$ cat src/rtl/viterbi_sequencer.sv
// Main control FSM for the Viterbi POS-tagging datapath: INIT, recursion and backtrack phases.
// Optional abort input is compiled in when VITERBI_ABORT_EN is defined.
module viterbi_sequencer #(
  parameter int N_TAGS    = 4,
  parameter int MAX_WORDS = 16,
  localparam int TW = $clog2(N_TAGS),
  localparam int WW = $clog2(MAX_WORDS),
  localparam int LW = WW + 1
) (
  input  logic          clk,
  input  logic          rst_n,
  input  logic          start_i,
  input  logic [LW-1:0] n_words_i,
  input  logic          cmp_gt_i,
`ifdef VITERBI_ABORT_EN
  input  logic          abort_i,
`endif
  output logic [3:0]    q_o,
  output logic [WW-1:0] word_idx_o,
  output logic [TW-1:0] tag_idx_o,
  output logic [TW-1:0] prev_idx_o,
  output logic [TW-1:0] best_prev_o,
  output logic [WW-1:0] back_idx_o,
  output logic          busy_o,
  output logic          done_o
);

  typedef enum logic [3:0] {
    S_IDLE      = 4'd0,
    S_EMIT      = 4'd1,
    S_STORE     = 4'd2,
    S_NEXT_WORD = 4'd3,
    S_TRANS     = 4'd4,
    S_CMP       = 4'd5,
    S_MAXW      = 4'd6,
    S_BACKTRACK = 4'd7,
    S_INIT      = 4'd8,
    S_DONE      = 4'd10
  } state_t;

  localparam logic [TW-1:0] TAG_LAST = TW'(N_TAGS - 1);

  state_t        state_q, state_d;
  logic [LW-1:0] len_q, len_d;
  logic [WW-1:0] word_q, word_d, back_q, back_d;
  logic [TW-1:0] tag_q, tag_d, prev_q, prev_d, best_q, best_d;
  logic          busy_q, busy_d, done_q, done_d;

  always_comb begin
    state_d = state_q;
    len_d   = len_q;
    word_d  = word_q;
    tag_d   = tag_q;
    prev_d  = prev_q;
    best_d  = best_q;
    back_d  = back_q;
    case (state_q)
      S_IDLE: begin
        if (start_i && (n_words_i != '0) && (n_words_i <= LW'(MAX_WORDS))) begin
          len_d   = n_words_i;
          word_d  = '0;
          tag_d   = '0;
          prev_d  = '0;
          best_d  = '0;
          back_d  = '0;
          state_d = S_INIT;
        end
      end
      S_INIT:  state_d = S_EMIT;
      S_EMIT:  state_d = S_STORE;
      S_STORE: begin
        if (tag_q != TAG_LAST) begin
          tag_d   = tag_q + 1'b1;
          state_d = (word_q == '0) ? S_EMIT : S_TRANS;
        end else begin
          state_d = S_NEXT_WORD;
        end
      end
      S_TRANS: state_d = S_CMP;
      S_CMP: begin
        // The first predecessor seeds the running argmax regardless of cmp_gt.
        if (cmp_gt_i || (prev_q == '0)) best_d = prev_q;
        if (prev_q != TAG_LAST) begin
          prev_d  = prev_q + 1'b1;
          state_d = S_TRANS;
        end else begin
          prev_d  = '0;
          state_d = S_MAXW;
        end
      end
      S_MAXW:  state_d = S_EMIT;
      S_NEXT_WORD: begin
        tag_d = '0;
        if (({1'b0, word_q} + LW'(1)) == len_q) begin
          back_d  = WW'(len_q - LW'(1));
          state_d = S_BACKTRACK;
        end else begin
          word_d  = word_q + 1'b1;
          state_d = S_TRANS;
        end
      end
      S_BACKTRACK: begin
        if (back_q == '0) state_d = S_DONE;
        else              back_d  = back_q - 1'b1;
      end
      S_DONE:  state_d = S_IDLE;
      default: state_d = S_IDLE;
    endcase
`ifdef VITERBI_ABORT_EN
    if (abort_i && (state_q != S_IDLE) && (state_q != S_DONE)) begin
      state_d = S_IDLE;
      word_d  = '0;
      tag_d   = '0;
      prev_d  = '0;
      best_d  = '0;
      back_d  = '0;
    end
`endif
    // Status flags are registered from the next state so they align with q_o.
    busy_d = (state_d != S_IDLE);
    done_d = (state_d == S_DONE);
  end

  always_ff @(posedge clk or negedge rst_n) begin
    if (!rst_n) begin
      state_q <= S_IDLE;
      len_q   <= '0;
      word_q  <= '0;
      tag_q   <= '0;
      prev_q  <= '0;
      best_q  <= '0;
      back_q  <= '0;
      busy_q  <= 1'b0;
      done_q  <= 1'b0;
    end else begin
      state_q <= state_d;
      len_q   <= len_d;
      word_q  <= word_d;
      tag_q   <= tag_d;
      prev_q  <= prev_d;
      best_q  <= best_d;
      back_q  <= back_d;
      busy_q  <= busy_d;
      done_q  <= done_d;
    end
  end

  assign q_o         = state_q;
  assign word_idx_o  = word_q;
  assign tag_idx_o   = tag_q;
  assign prev_idx_o  = prev_q;
  assign best_prev_o = best_q;
  assign back_idx_o  = back_q;
  assign busy_o      = busy_q;
  assign done_o      = done_q;

endmodule

$ cat config.mk
export PLATFORM = sky130hd
export DESIGN_NAME = viterbi_sequencer
export DESIGN_NICKNAME = d
export VERILOG_FILES = /design/src/rtl/viterbi_sequencer.sv
export SDC_FILE = /design/constraint.sdc
export NUM_CORES = 1
export LEC_CHECK = 0
export BUFFER_PORTS_ARGS = -buffer_cell sky130_fd_sc_hd__buf_2
export CORE_ASPECT_RATIO = 0.75
export CORE_MARGIN = 4
export CORE_UTILIZATION = 35
export CTS_CLUSTER_SIZE = 25
export DETAILED_ROUTE_END_ITERATION = 10
export GPL_ROUTABILITY_DRIVEN = 0
export GPL_TIMING_DRIVEN = 0
export HOLD_SLACK_MARGIN = 0.05
export PLACE_DENSITY = 0.54
export SLEW_MARGIN = 20
export SYNTH_ARGS = -nofsm -noshare
export SYNTH_HDL_FRONTEND = slang
export SYNTH_SLANG_ARGS = --single-unit
$ cat constraint.sdc
create_clock -name clk -period 2.8 [get_ports clk]
set_input_delay 0.84 -clock clk [delete_from_list [all_inputs] [get_ports clk]]
set_output_delay 0.84 -clock clk [all_outputs]
set_load 0.05 [all_outputs]
# ---- Word level (Yosys, flattened, before mapping)
# Index checks and enable logic that the tools add are counted.
dict set report totals {
  wordCells 74
  input_bits 9
  output_inout_bits 20
  reg_bits 25
}
dict set report classes {
  n_lt_le_gt_ge 1
  n_reduce_logical 20
  add_sub_neg 6
  n_eq_ne 18
  mux 20
}
# op n
set op_table {}
lappend op_table {{$pmux 4 s8} 1}
lappend op_table {{$mux 4} 6}
lappend op_table {{$eq 4x3->1 const B} 4}
lappend op_table {{$ne 2x2->1 const B} 8}
lappend op_table {{$logic_not 4->1} 3}
lappend op_table {{$mux 2} 6}
lappend op_table {{$pmux 4 s3} 1}
lappend op_table {{$reduce_and 3->1} 3}
lappend op_table {{$eq 4x2->1 const B} 2}
lappend op_table {{$eq 4x4->1 const B} 2}
lappend op_table {{$pmux 2 s2} 2}
lappend op_table {{$pmux 4 s2} 1}
lappend op_table {{$sub 4x1->4 const B} 2}
lappend op_table {{$mux 3} 2}
lappend op_table {{$pmux 2 s3} 1}
lappend op_table {{$reduce_bool 3->1} 2}
lappend op_table {{$add 4x1->5 const B} 1}
lappend op_table {{$eq 5x5->1} 1}
lappend op_table {{$le 5x5->1 const B} 1}
lappend op_table {{$reduce_bool 5->1} 1}
lappend op_table {{$add 2x1->2 const B} 2}
lappend op_table {{$add 4x1->4 const B} 1}
lappend op_table {{$eq 4x1->1 const B} 1}
lappend op_table {{$reduce_and 2->1} 2}
lappend op_table {{other kinds (7)} 9}

# ---- Depth between registers and ports, before layout
# Gate-level depths: netlist of the first run.
dict set report logic_depth {
  word_depth 6
  ltp_mapped 8
  depth_no_buf 7
}

# ---- Least setup slack after synthesis of the first run
# Ideal clock, no wire load.
dict set report synth_timing {
  kind {register -> register}
  start {reg word_q[0], in the netlist word_idx_o[0]}
  end {reg word_q[2], in the netlist word_idx_o[2]}
  period_less_slack_ps 2339
  stages_incl_launch_ff 8
  arrival_ps 2215
  n_path_buf 0
  required_time_ps 2676
  path_slack_ps 461
  setup_ps 124
  path_cell_list {dfrtp_1 ha_1 and4b_1 a22oi_2 a2111oi_4 and2_1 nor4b_1 a211o_1}
}
dict set report synth_via {
  elab_chain_cells 4
  elab_cells_between_ends 7
  cone_classes {2 x add/sub; 2 x eq/ne; 2 x mux; 1 x reduce/logical}
}
# element line
set synth_rtl {}
lappend synth_rtl {{start, declared} 45} ;# logic [WW-1:0] word_q, word_d, back_q, back_d;
lappend synth_rtl {{start signal, assigned} 138} ;# word_q <= word_d;
lappend synth_rtl {{$add 4x1->5} 94} ;# if (({1'b0, word_q} + LW'(1)) == len_q) begin
lappend synth_rtl {{$eq 5x5->1} 94}
lappend synth_rtl {{$ne 2x2->1 (no line)} n/a}
lappend synth_rtl {{$reduce_and 3->1 (no line)} n/a}
# Several ways; a longest one is shown, not always the timed one. The select of a mux whose other input is x is not followed.
# A chain may end at the register's enable or synchronous reset.

# ---- Final worst setup path of the first run
dict set report layout_timing {
  start {in n_words_i[1]}
  end {reg word_q[2], in the netlist word_idx_o[2]}
}
dict set report layout_via {
  elab_chain_cells 5
  elab_cells_between_ends 6
  cone_classes {1 x order compare; 1 x eq/ne; 4 x reduce/logical}
}
# element line
set layout_rtl {}
lappend layout_rtl {{start, declared} 13} ;# input logic [LW-1:0] n_words_i,
lappend layout_rtl {{parallel branches: the longest is 2 deep, another holds $le 5x5->1} n/a}
lappend layout_rtl {{$logic_and 1x1->1 (*)} 59} ;# if (start_i && (n_words_i != '0) && (n_words_i <= LW'(MAX_WORDS))) begin
lappend layout_rtl {{$ne 2x2->1 (no line) (*)} n/a}
lappend layout_rtl {{$reduce_and 3->1 (no line) (*)} n/a}
# Mark *: on every way between the ends.

==> flow_summary.ini, run 1 <==
[status]
run_status = finished, final reports clean

[final_layout]
final_core_util = 0.4308
nFillCells = 407
antenna-diode-count = 0
final_layout_size_suffix_gt1_frac = 0.2579
layout-area-overhead-vs-synth_pct = 17.07
nNetsFinal = 206

[yosys]
most_numerous_cell_in_the_yosys_netlist = dfrtp_1
synthesis.area_um2 = 1510
synthArstFlopShare = 1.000
synthesis.area_per_instance_um2 = 9.558
synth.ff_latch_count = 25
synthDominantCellAreaShare = 0.4143
seq_area_frac_synth = 0.4143
synth.cells.most_frequent = dfrtp_1, nor2_1, nand2_1, o21ai_0, mux2_2
synth_enable_flop_cells = 0
synth.distinct_cells = 43
synthesis.instances = 158
synth_flop_type = dfrtp_1
synthesis.yosys.warnings = 0
netlist.top_cell.by_area = dfrtp_1
synth_fp_nets = 173
synth_area_leaders = dfrtp_1, mux2_2, ha_1, nor2_1, o21ai_0

[placement]
port-buffer-count = 28
total_half_perimeter_wirelength_after_legalization_and_detailed_placement_um = 2547

[power_and_ir_drop]
irDropWorstVdd_mv = 0.2384
cell_internal_pwr_uw = 468.8
fraction_of_power_consumed_by_the_clock_network = 0.369
swShare = 0.2275
comb_power_share = 0.035
power_switching_uw = 138.1
p_per_area_nw_per_um2 = 343.2
sequential_fraction_of_design_power = 0.596
cellLeakagePower_uw = 0.0007971

[hold_path]
hp-start = best_prev_o[0]
count_of_cells_along_the_worst_hold_path = 2
worstHoldPathType = reg -> reg
hold_end = best_prev_o[0]

[setup_path]
r2r_setup_slack_ns = 0.61
worstReg2RegEnd = back_idx_o[3]
worst_setup_path_end_kind = flop
timing.reg2reg.worst_path_depth = 7
r2r_start = word_idx_o[0]
crit_fanout = 5
worst-endpoint-required_ns = 3.02
crit_path_category = in -> reg
setup.worst_path.start_class = input port
timing.critical_path.arrival_ns = 2.46

[cts]
cts_made_buffers = 3
clkSinkCount = 25
cts_hold_buffers = 0
cts.htree.levels = 1
cts_setup_buffers = 0
worst_skew_pair.late_latency_ns = 0.27
clkTransAtPathRegs_ns = 0.09
clock_tree.root_cell = clkbuf_8
resized_after_cts = 0
cts_tree = built
number_of_buffers_between_clock_root_and_the_deepest_sink = 2

[global_route]
via_count_of_the_first_global_routing_pass = 1252
grt_antenna_before_repair = 0
maximum_number_of_pins_on_one_net_before_global_route_repair = 26
global_route.usage.total = 0.1305
grt_first_pass_wirelength_um = 5699
globalRouteOverflowTotal = 0

[die]
start_util = 0.3680
die-height_um = 64.89
io_pins = 29
coreArea_um2 = 4104
rows = 20
die_width_um = 83.85
floorplan.die_area_um2 = 5441

[routing]
post_drt_via_cell_ratio = 5.082
routed_wirelength_um = 3357
routed_wire_length_per_instance_um = 13.70
via_count = 1245
route.antenna.remaining_nets = 0
drt_iter0_drc = 50
route.detailed.drc = 0
dr.pass1.iters = 4

[timing]
worst-slew-pin-transition_ns = 0.8508
fin_skew_ns = 0.002527
slew_headroom = 0.4248
finalHoldViolCount = 0
rsz0062_at_grt = false
report.final.setup_viol = 0
period_needed_ns = 2.240
final.setup.tns_ns = 0
max_freq_ghz = 0.4465
period_share = 0.7998
report.final.slew_viol_count = 0

[run]
max_cap_violations = 0
-- sequential cells by signal, indices dropped and copies added, names as in the netlist --
| name | count |
|---|---|
| back_idx_o | 4 |
| best_prev_o | 2 |
| busy_o | 1 |
| done_o | 1 |
| len_q | 5 |
| prev_idx_o | 2 |
| q_o | 4 |
| tag_idx_o | 2 |
| word_idx_o | 4 |
-- worst max path at each step --
| stage | startpoint | to | slack, ns | cells after the start |
|---|---|---|---|---|
| final | n_words_i[1] | word_idx_o[2] | 0.56 | 7 |
| after global routing | word_idx_o[0] | back_idx_o[3] | 0.40 | 7 |
| after CTS | n_words_i[1] | word_idx_o[2] | 0.51 | 7 |
| after detailed placement | n_words_i[1] | word_idx_o[2] | 0.25 | 7 |
| after global placement | n_words_i[1] | word_idx_o[2] | 0.27 | 7 |
| after floorplan | word_idx_o[0] | word_idx_o[2] | 0.46 | 7 |
-- critical path, stage by stage --
cell	delay (ns)
buf_2	0.11
nor4_1	0.35
xnor2_1	0.22
nand4_1	0.25
and2_1	0.22
nor4b_1	0.32
a211o_1	0.15
-- cells by family (layout without fill, tap and decap cells) --
| logic type | after synthesis | count (layout) | share of synthesized area |
|---|---|---|---|
| xor+xnor | 7 | 7 | 0.04060 |
| flops | 25 | 25 | 0.4143 |
| simple gates | 60 | 60 | 0.2071 |
| buf+inv | 15 | 47 | 0.04474 |
| fa+ha+maj | 6 | 6 | 0.04971 |
| compound gates | 34 | 34 | 0.1641 |
| mux | 11 | 11 | 0.07954 |
-- metrics by stage --
stage	cells	cell area, um2	hold slack (ns)	power (uW)	worst slack (ns)
3_3_place_gp	241	1719	0.4832	390.8	0.2663
6_report	245	1768	0.4997	606.8	0.5605
4_1_cts	245	1768	0.5083	621.5	0.5138
5_1_grt	245	1768	0.5390	645.2	0.3984
3_5_place_dp	241	1719	0.4850	391.4	0.2495
2_1_floorplan	158	1510	0.5428	375.4	0.4611
-- routing by layer --
layer  global-route usage  share of wire  routed length (um)  up-vias
li1                     -              -                   -      628
met1               0.1652           0.49                1652      590
met2               0.2153           0.45                1516       25
met3              0.04193          0.051                 171        2
met4              0.03614         0.0054                  18        0
met5                    0              0                   0        -
-- cell type report --
class                           instances  area, um2  share of cell area
Multi-Input combinational cell        118      817.0              0.4621
Clock inverter                          1      7.507            0.004246
Timing Repair Buffer                   28      140.1             0.07926
Buffer                                  8      41.29             0.02335
Clock buffer                            3      41.29             0.02335
Inverter                                7      26.28             0.01486
Tap cell                               55      68.82             0.03892
Sequential cell                        25      625.6              0.3539
-- power by group through the flow --
stage,combinational (uW),sequential (uW),clock [uW]
after floorplan,3.55,372,0
after global routing,25.0,362,258
final,21.2,362,224
after detailed placement,22.4,369,0
after CTS,22.4,362,237
after global placement,21.8,369,0
-- cell usage in the layout (no fill, tap or decap), types with 2 or more instances in the layout --
cell type,netlist,routed
a211oi_1,2,2
a21oi_1,5,5
and2_2,2,2
and3_1,2,2
buf_2,2,30
clkbuf_1,4,4
clkbuf_8,0,3
dfrtp_1,25,25
ha_1,6,6
inv_1,7,7
mux2_2,8,8
mux2i_1,3,3
nand2_1,11,11
nand2b_1,3,3
nand3_1,6,6
nor2_1,15,15
nor2b_1,4,4
nor3_1,5,5
nor3b_1,4,4
nor4_1,2,2
nor4b_1,2,2
o21ai_0,11,11
o21ai_1,2,2
o2bb2ai_1,2,2
xnor2_1,5,5
xor2_1,2,2
Note: power is estimated with default switching activity, not from simulation.
==> run 2, diff against run 1 <==
Settings changed: PLACE_DENSITY 0.54 to 0.56.
Clock period 2.8 ns to 1.85 ns, I/O delays scaled along.
==> flow_summary.ini, run 2 (synthesis gave the netlist of run 1 again) <==
[global_route]
grt_antenna_before_repair = 0
maximum_number_of_pins_on_one_net_before_global_route_repair = 26
via_count_of_the_first_global_routing_pass = 1300
busiest_layer = met2
grt_first_pass_wirelength_um = 6106
grt.met3_usage = 0.03304
grt_use_met2 = 0.2252
global_route.usage.total = 0.1392
use_met1 = 0.1906
globalRouteOverflowTotal = 0

[setup_path]
timing.reg2reg.worst_path_depth = 8
worstReg2RegEnd = word_idx_o[2]
r2r_start = word_idx_o[0]
setup.worst_path.start_class = flop
critical_path.max_stage_delay_ns = 0.46
critical_path.n_buffers_inverters = 2
worst_setup_path_end_kind = flop
r2r_setup_slack_ns = -0.14
crit_fanout = 5
timing.critical_path.max_delay_family = compound AO/OA/AOI/OAI gates
timing.critical_path.cells = inv_2 > ha_4 > xor2_2 > a2111oi_4 > buf_4 > and2_4 > nor4b_2 > a211o_1
timing.critical_path.arrival_ns = 2.14
crit_path_category = reg -> reg
crit_start = word_idx_o[0]
crit_cells = 8
crit_path_top_delay_cell = dfrtp_2
worst-endpoint-required_ns = 2.01

[timing]
slew_headroom = 0.6116
finalHoldViolCount = 0
max_freq_ghz = 0.5034
final.setup.tns_ns = -0.6264
rsz0062_at_grt = true
worst-slew-pin-transition_ns = 0.5826
period_share = 1.074
report.final.setup_viol = 9
period_needed_ns = 1.986
report.final.slew_viol_count = 0
fin_worst_setup_slack_ns = -0.1364
fin_skew_ns = 0.004612

[die]
io_pins = 29
die_width_um = 83.85
coreArea_um2 = 4104
die-height_um = 64.89
floorplan.die_area_um2 = 5441
rows = 20
start_util = 0.3680

[final_layout]
largest_register_ffs = 5
registers.top_by_ff_count = len_q
final_cell_mix = buf_2, dfrtp_1, nor2_1
final_core_util = 0.4845
final_layout_size_suffix_gt1_frac = 0.4545
antenna-diode-count = 0
nNetsFinal = 214
final_common_cell = buf_2
layout-area-overhead-vs-synth_pct = 31.65
design_area_um2 = 1988

[routing]
post_drt_via_cell_ratio = 5.221
routed_wire_length_per_instance_um = 14.58
routed_wirelength_um = 3690
dr.pass1.iters = 4
drt_iter0_drc = 70
route.detailed.drc = 0
via_count = 1321
route.antenna.remaining_nets = 0

[power_and_ir_drop]
comb_power_share = 0.041
cellLeakagePower_uw = 0.0008742
irDropWorstVdd_mv = 0.4665
cell_internal_pwr_uw = 712.4
fraction_of_power_consumed_by_the_clock_network = 0.355
sequential_fraction_of_design_power = 0.604
power_switching_uw = 195.2
p_per_area_nw_per_um2 = 456.5
swShare = 0.2151

[cts]
clkTransAtPathRegs_ns = 0.09
clock_tree.root_cell = clkbuf_8
clkSinkCount = 25
cts_hold_buffers = 0
cts.htree.levels = 1
cts_made_buffers = 3
worst_skew_pair.late_latency_ns = 0.27
cts_tree = built
number_of_buffers_between_clock_root_and_the_deepest_sink = 2

[run]
max_cap_violations = 0

[status]
failed_checks = negative setup slack
run_status = finished with violations

[placement]
port-buffer-count = 28
placed_area_um2 = 1775
total_half_perimeter_wirelength_after_legalization_and_detailed_placement_um = 2736

[hold_path]
worstHoldPathType = in -> async
==> run 2: through the flow <==
step	hold slack (ns)	total power [uW]	std cells	setup WS, ns
after global routing	0.3113	963.0	253	-0.1947
after CTS	0.2973	924.4	250	-0.1222
after floorplan	0.2594	568.0	158	-0.2017
after global placement	0.4817	591.1	241	-0.4570
final	0.2758	907.6	253	-0.1364
after detailed placement	0.5019	592.8	241	-0.5236
==> run 2: power groups by stage <==
stage | clock, uW | combinational, uW | sequential, uW
6_report | 322 | 37.5 | 548
5_1_grt | 372 | 42.6 | 548
4_1_cts | 339 | 37.2 | 548
3_5_place_dp | 0 | 34.0 | 559
3_3_place_gp | 0 | 32.8 | 558
2_1_floorplan | 0 | 5.38 | 563
==> run 2: routing by layer <==
| layer | up-vias | routed length (um) |
|---|---|---|
| met3 | 2 | 204 |
| met5 | - | 0 |
| met4 | 0 | 19 |
| met1 | 649 | 1754 |
| met2 | 29 | 1712 |
| li1 | 641 | - |
==> run 2: layout make-up <==
class	instances	area, um2
fill	397	2116
sequential	25	635.6
multi-input combinational	118	945.9
buffer	6	51.30
tap	55	68.82
inverter	7	26.28
clock buffer	4	45.04
timing repair buffer	38	215.2
==> run 2: timing repair <==
action	CTS	global route
setup buffers	7	3
cloned	0	0
resized for setup	16	16
pin swaps	8	8
setup endpoints to repair	22	17
==> run 2: how the worst max path moves through the flow <==
stage	endpoint	slack [ns]
2_1_floorplan	word_idx_o[2]	-0.20
3_3_place_gp	busy_o	-0.46
5_1_grt	word_idx_o[2]	-0.19
4_1_cts	word_idx_o[2]	-0.12
6_report	word_idx_o[2]	-0.14
3_5_place_dp	busy_o	-0.52
==> run 3, diff against run 2 <==
Settings changed: PLACE_DENSITY 0.56 to default.
==> flow_summary.ini, run 3 (synthesis gave the netlist of run 1 again) <==
[status]
run_status = finished with violations
failed_checks = negative setup slack

[routing]
drt_iter0_drc = 31
route.detailed.drc = 0
dr.pass1.iters = 4
routed_wirelength_um = 3619
via_count = 1315
route.antenna.remaining_nets = 0
routed_wire_length_per_instance_um = 14.36
post_drt_via_cell_ratio = 5.218

[final_layout]
registers.top_by_ff_count = len_q
final_layout_size_suffix_gt1_frac = 0.4569
nFillCells = 408
layout-area-overhead-vs-synth_pct = 32.15
largest_register_ffs = 5
design_area_um2 = 1996
final_core_util = 0.4863
final_cell_mix = buf_2, dfrtp_1, nor2_1
final_common_cell = buf_2
nNetsFinal = 213
antenna-diode-count = 0

[die]
start_util = 0.3680
io_pins = 29
floorplan.die_area_um2 = 5441
coreArea_um2 = 4104
die-height_um = 64.89
die_width_um = 83.85
rows = 20

[global_route]
grt_antenna_before_repair = 0
via_count_of_the_first_global_routing_pass = 1272
globalRouteOverflowTotal = 0
global_route.usage.total = 0.1358
grt_first_pass_wirelength_um = 5989
maximum_number_of_pins_on_one_net_before_global_route_repair = 26

[setup_path]
r2r_start = word_idx_o[3]
crit_start = word_idx_o[3]
timing.critical_path.arrival_ns = 2.19
setup.worst_path.start_class = flop
worst_setup_path_end_kind = flop
worstSetupEndpoint = word_idx_o[2]
timing.reg2reg.worst_path_depth = 8
worstReg2RegEnd = word_idx_o[2]
crit_fanout = 7
crit_path_category = reg -> reg
worst-endpoint-required_ns = 2.02
r2r_setup_slack_ns = -0.17

[timing]
fin_skew_ns = 0.006868
slew_headroom = 0.6305
fin_worst_setup_slack_ns = -0.1738
rsz0062_at_grt = true
max_freq_ghz = 0.4941
report.final.setup_viol = 9
final.setup.tns_ns = -0.7836
period_share = 1.094
worst-slew-pin-transition_ns = 0.5543
report.final.slew_viol_count = 0
period_needed_ns = 2.024
finalHoldViolCount = 0

[cts]
cts_made_buffers = 3
clkTransAtPathRegs_ns = 0.10
number_of_buffers_between_clock_root_and_the_deepest_sink = 2
worst_skew_pair.late_latency_ns = 0.28
clock_tree.root_cell = clkbuf_8
clkSinkCount = 25
cts.htree.levels = 1
cts_tree = built

[power_and_ir_drop]
cellLeakagePower_uw = 0.0008818
p_per_area_nw_per_um2 = 464.4
p_total_uw = 926.8
irDropWorstVdd_mv = 0.4085

[placement]
dp_slack_ns = -0.4340
port-buffer-count = 28
total_half_perimeter_wirelength_after_legalization_and_detailed_placement_um = 2567
placed_area_um2 = 1775

[run]
max_cap_violations = 0

[hold_path]
worstHoldPathType = in -> async
-- run 3: changes by cell type in the layout (fill, tap and decap cells not counted), moves of 2 or more --
cell and delta:
inv_2 -2, o21ai_1 -3, o21ai_2 +2, inv_1 +2
-- run 3: worst min path at each step --
stage | slack, ns | startpoint | end
floorplan | 0.26 | rst_n | back_idx_o[0]
global placement | 0.49 | best_prev_o[1] | best_prev_o[1]
detailed placement | 0.50 | best_prev_o[0] | best_prev_o[0]
CTS | 0.28 | rst_n | done_o
global route | 0.30 | rst_n | busy_o
finish | 0.25 | rst_n | back_idx_o[3]
-- run 3: area by class of cell --
cell class,instances,area [um2],area share
Timing Repair Buffer,36,200.2,0.1003
Inverter,7,26.28,0.01317
Sequential cell,25,635.6,0.3185
Clock inverter,1,5.005,0.002508
Multi-Input combinational cell,118,964.7,0.4834
Clock buffer,3,41.29,0.02069
Tap cell,55,68.82,0.03448
Buffer,7,53.80,0.02696
-- run 3: per-layer routing --
| layer | GRT usage | part of all wire | up-vias |
|---|---|---|---|
| li1 | - | - | 645 |
| met1 | 0.1771 | 0.48 | 626 |
| met2 | 0.2252 | 0.46 | 36 |
| met3 | 0.03685 | 0.046 | 8 |
| met4 | 0.03213 | 0.016 | 0 |
| met5 | 0 | 0 | - |
-- run 3: report_power, final --
part | switching, uW | internal, uW | total, uW
clock | 191 | 151 | 342
combinational | 25.8 | 11.3 | 37.2
sequential | 0.526 | 547 | 548
total | 217 | 710 | 927
-- run 3: worst max-delay path: stages, from the launching register on --
cell       delay, ns
dfrtp_2         0.40
clkbuf_2        0.17
xor2_1          0.20
xnor2_1         0.18
a2111oi_4       0.33
buf_4           0.20
and2_4          0.16
nor4b_2         0.04
a211o_1         0.23
-- run 3: through the flow --
step	hold WS [ns]	std cells
floorplan	0.2594	158
global route	0.3035	252
CTS	0.2816	249
global placement	0.4871	241
detailed placement	0.4997	241
finish	0.2494	252
-- run 3: what timing repair did --
item / in CTS / in global routing
buffers inserted: 4 / 4
gates cloned: 0 / 0
gates resized for setup: 8 / 25
hold buffers: 0 / 0
pin swaps: 6 / 11
endpoints found under the setup margin: 15 / 18
